--- src/rtl/modulo_contador_garrafas_bcd.sv ---
// Bottle counter: synchronised, debounced sensor feeding a BCD batch counter
// with a batch-full flag held until the box-release acknowledge.
module modulo_contador_garrafas_bcd #(
    parameter int MAX_DEZ    = 1,
    parameter int MAX_UNI    = 2,
    parameter int DEB_CICLOS = 4
) (
    input  logic       clk,
    input  logic       rst,
    input  logic       sensor,
    input  logic       habilita,
    input  logic       limpa,
    input  logic       ack,
    output logic [3:0] unidade,
    output logic [3:0] dezena,
    output logic       cheio,
    output logic       pulso_lote,
    output logic [1:0] estado
);

    localparam int CW = (DEB_CICLOS > 1) ? $clog2(DEB_CICLOS) : 1;
    localparam logic [CW-1:0] DEB_FIM = CW'(DEB_CICLOS - 1);
    localparam logic [3:0] LIM_D = 4'(MAX_DEZ);
    localparam logic [3:0] LIM_U = 4'(MAX_UNI);

    typedef enum logic [1:0] {
        PARADO   = 2'b00,
        CONTANDO = 2'b01,
        CHEIO    = 2'b10
    } estado_t;

    estado_t st, st_n;

    logic          s1, s2, f;
    logic [CW-1:0] run;
    logic          sobe;
    logic          evento;

    logic [3:0] uni_r, dez_r;
    logic [3:0] uni_n, dez_n;
    logic [3:0] uni_inc, dez_inc;
    logic       cheio_r, cheio_n;
    logic       pulso_r, pulso_n;

    // f rises on the same edge that completes the run of high samples
    assign sobe   = s2 && !f && (run == DEB_FIM);
    assign evento = sobe && (st == CONTANDO);

    always_ff @(posedge clk or posedge rst) begin
        if (rst) begin
            s1  <= 1'b0;
            s2  <= 1'b0;
            f   <= 1'b0;
            run <= '0;
        end else begin
            s1 <= sensor;
            s2 <= s1;
            if (s2 == f) begin
                run <= '0;
            end else if (run == DEB_FIM) begin
                f   <= s2;
                run <= '0;
            end else begin
                run <= run + CW'(1);
            end
        end
    end

    always_comb begin
        uni_inc = uni_r + 4'd1;
        dez_inc = dez_r;
        if (uni_r >= 4'd9) begin
            uni_inc = 4'd0;
            dez_inc = (dez_r >= 4'd9) ? 4'd0 : dez_r + 4'd1;
        end
    end

    always_comb begin
        st_n    = st;
        uni_n   = uni_r;
        dez_n   = dez_r;
        cheio_n = cheio_r;
        pulso_n = 1'b0;
        if (limpa) begin
            uni_n   = 4'd0;
            dez_n   = 4'd0;
            cheio_n = 1'b0;
            st_n    = habilita ? CONTANDO : PARADO;
        end else begin
            case (st)
                PARADO: begin
                    if (habilita) st_n = CONTANDO;
                end
                CONTANDO: begin
                    if (evento) begin
                        uni_n = uni_inc;
                        dez_n = dez_inc;
                    end
                    if (evento && {dez_inc, uni_inc} == {LIM_D, LIM_U}) begin
                        st_n    = CHEIO;
                        cheio_n = 1'b1;
                        pulso_n = 1'b1;
                    end else if (!habilita) begin
                        st_n = PARADO;
                    end
                end
                CHEIO: begin
                    if (ack) begin
                        uni_n   = 4'd0;
                        dez_n   = 4'd0;
                        cheio_n = 1'b0;
                        st_n    = habilita ? CONTANDO : PARADO;
                    end
                end
                default: st_n = PARADO;
            endcase
        end
    end

    always_ff @(posedge clk or posedge rst) begin
        if (rst) begin
            st      <= PARADO;
            uni_r   <= 4'd0;
            dez_r   <= 4'd0;
            cheio_r <= 1'b0;
            pulso_r <= 1'b0;
        end else begin
            st      <= st_n;
            uni_r   <= uni_n;
            dez_r   <= dez_n;
            cheio_r <= cheio_n;
            pulso_r <= pulso_n;
        end
    end

    assign unidade    = uni_r;
    assign dezena     = dez_r;
    assign cheio      = cheio_r;
    assign pulso_lote = pulso_r;
    assign estado     = st;

endmodule

--- config.mk ---
export PLATFORM = sky130hd
export DESIGN_NAME = modulo_contador_garrafas_bcd
export DESIGN_NICKNAME = d
export VERILOG_FILES = /design/src/rtl/modulo_contador_garrafas_bcd.sv
export SDC_FILE = /design/constraint.sdc
export NUM_CORES = 1
export LEC_CHECK = 0
export ABC_AREA = 1
export BUFFER_PORTS_ARGS = -buffer_cell sky130_fd_sc_hd__buf_2
export CORE_MARGIN = 5
export CORE_UTILIZATION = 50
export CTS_BUF_LIST = sky130_fd_sc_hd__clkbuf_8
export DETAILED_ROUTE_END_ITERATION = 6
export HOLD_SLACK_MARGIN = 0.15
export PLACE_DENSITY = 0.7
export SETUP_SLACK_MARGIN = 0.3
export SYNTH_ARGS = -nofsm -noshare
export SYNTH_HDL_FRONTEND = slang
export SYNTH_SLANG_ARGS = --single-unit
--- constraint.sdc ---
create_clock -name clk -period 3.6 [get_ports clk]
set_input_delay 0.18 -clock clk [delete_from_list [all_inputs] [get_ports clk]]
set_output_delay 0.18 -clock clk [all_outputs]
set_load 0.01 [all_outputs]
==> flow_summary.yaml <==
grt:
  track_usage: 0.149
  grt_pass1_wl_microns: 3760
  grt_pass1_vias: 866
  grt_max_degree: 18
  gr-total-overflow: 0
  antenna_found_initial: 0
critical_path:
  required_ns: 3.74
  start_kind: "flip-flop"
  crit_arrival_ns: 1.84
  critPathKind: "reg2reg"
  crit_path_max_fanout: 6
  critPathCaptureType: "flip-flop"
timing:
  fin_crit_ns: 1.70
  worst_pin_slew_ns: 0.673
  fin_skew_ns: 0.00132
  post-route-period-util: 0.472
  max-slew-margin-rel: 0.551
  max_freq_mhz: 588
  fin_hold_ws_ns: 0.205
  finalHoldViolCount: 0
  finalSetupViolCount: 0
  fin_tns_setup_ns: 0
  rsz0062_at_grt: "false"
  drv_slew: 0
floorplan:
  die_h_microns: 55.5
  die_w_microns: 55.5
  std_cell_rows: 16
  pin_count: 18
  coreArea_sq_mm: 0.00196
  initial_core_util: 0.527
  dieArea_sq_mm: 0.00308
detailed_routing:
  wl_per_cell_microns: 12.4
  dr.first_iter.drc_count: 13
  via_per_inst: 5.05
  via_count: 858
  drc: 0
  drtAntennaViolNets: 0
  drt_pass1_iterations: 4
  wirelength_microns: 2100
yosys:
  ys_ff_latch: 17
  syn_area_sq_mm: 0.00103
  synth_edf_count: 0
  synth.distinct_cells: 26
  synthArstFlopShare: 1.00
  synth_ff_type: "dfrtp_1"
  syn_nets: 134
  syn_area_per_cell_sq_um: 8.61
  yosysWarnings: 0
  syn_inst: 120
  yosysSeqAreaShare: 0.412
final_layout:
  instances_no_fill: 170
  final_net_count: 158
  drive_gt1_frac: 0.273
  fillCellCount: 188
  n_antenna_cell: 0
  synthToLayoutAreaGrowth_pct: 17.9
clock_tree:
  clk_latency_ns: 0.25
  clk_pin_slew_worst_paths_ns: 0.07
  cts_root_buf: "clkbuf_8"
  cts_max_path_buffers: 2
  cts_inserted_buffers: 3
  clock-sinks: 17
  tritoncts: "built"
  cts_max_level: 1
place:
  gp_congestion: 0.906
  io_buffers: 17
  dpl.cell_count: 164
  hpwl_microns: 1540
run:
  drv_cap: 0
pwr:
  power_density_mw_per_mm2: 408
  irDropWorstVdd_uv: 252
  leakage_nw: 0.664
  p_total_uw: 497
outcome:
  status: "complete, no violations"
min_path:
  min_path_type: "in2reg"
-- what timing repair did --
| item | in CTS | in global routing |
|---|---|---|
| endpoints found under the setup margin | 0 | 0 |
| setup buffers | 0 | 0 |
| hold endpoints to repair | 18 | 0 |
| hold buffers | 2 | 0 |
| gates resized for setup | 0 | 0 |
-- cell usage after synthesis, types with 3 or more instances --
cell	count	area (sq um)
nor2_1	11	41.3
inv_1	17	63.8
nand2_2	6	37.5
ha_1	8	100
o21ai_1	3	15.0
nand4_1	4	25.0
nand3_1	10	50.1
inv_2	5	18.8
o22ai_1	7	43.8
a21oi_1	3	15.0
nand2_1	14	52.6
dfrtp_1	17	425
-- power by group --
group / switching (mW) / leakage [nW] / total, mW / internal [mW]
sequential: 0.0178 / 0.223 / 0.232 / 0.214
clock: 0.0671 / 0.0255 / 0.144 / 0.0767
combinational: 0.0732 / 0.415 / 0.121 / 0.0480
total: 0.158 / 0.664 / 0.497 / 0.339
-- layout by cell type (no fill, tap or decap), drive strengths merged --
cell / Yosys / layout
inv: 22 / 22
nand2: 22 / 22
dfrtp: 17 / 17
buf: 0 / 17
nor2: 15 / 15
nand3: 10 / 10
ha: 8 / 8
o22ai: 7 / 7
nand4: 4 / 4
o21ai: 3 / 3
a21oi: 3 / 3
clkbuf: 0 / 3
dlygate4sd3: 0 / 2
nand3b: 1 / 1
xnor2: 1 / 1
xor2: 1 / 1
a21boi: 1 / 1
nor3: 1 / 1
and2: 1 / 1
o31ai: 1 / 1
nor4: 1 / 1
o32ai: 1 / 1
clkinv: 0 / 1
-- registers in the layout, indices dropped and copies added, names as in the netlist --
| register | count |
|---|---|
| dezena | 4 |
| unidade | 4 |
| estado | 2 |
| run | 2 |
| cheio | 1 |
| f | 1 |
| pulso_lote | 1 |
| s1 | 1 |
| s2 | 1 |
-- stage by stage --
stage                     setup WS [ns]  instance area, sq um  utilization
after detailed placement           1.91                  1150        0.587
after global routing               1.73                  1220        0.621
final                              1.90                  1220        0.621
after CTS                          1.90                  1220        0.621
after global placement             1.94                  1150        0.587
after floorplan                    2.00                  1030            -
-- worst max-delay path, stage by stage, from the launching register on --
cell and delay [ns]:
dfrtp_1 0.45, inv_1 0.12, ha_1 0.21, nand3b_1 0.09
nand2_1 0.16, nor2_8 0.14, inv_2 0.04, nand2_2 0.08
inv_2 0.05, nor2_4 0.09, nand2_2 0.06, nand2_1 0.05
o21ai_1 0.05
-- kinds of logic after synthesis --
group | share of synthesized area
XOR/XNOR | 0.0170
AO/OA/AOI/OAI | 0.0981
adder cells (fa/ha/maj) | 0.0969
flip-flops | 0.412
buffers and inverters | 0.0799
AND/OR/NAND/NOR | 0.297
-- area by class of cell --
type                    instances  area, sq um  area share
clock buffers                   3         41.3      0.0339
clock inverters                 1         5.00     0.00411
inverters                      22         82.6      0.0678
multi-input cells              81          526       0.431
flip-flops and latches         17          425       0.349
well taps                      27         33.8      0.0277
repair buffers                 19          105      0.0862
-- layer usage --
| layer | vias up | GRT usage | routed length [microns] |
|---|---|---|---|
| li1 | 441 | - | - |
| met1 | 395 | 0.192 | 998 |
| met2 | 20 | 0.243 | 972 |
| met3 | 2 | 0.0350 | 119 |
| met4 | 0 | 0.0486 | 13 |
| met5 | - | 0 | 0 |
-- final timing paths --
kind | depth (start not counted) | slack, ns | from | end
max | 12 | 1.90 | dezena[0] | estado[0]
min reg2reg | 0 | 0.36 | s1 | s2
min | 4 | 0.21 | ack | estado[1]
max reg2reg | 12 | 1.90 | dezena[0] | estado[0]
min in group asynchronous | 3 | 0.57 | rst | s2
max in group asynchronous | 3 | 2.60 | rst | cheio
Power figures use the tool's default switching activity.
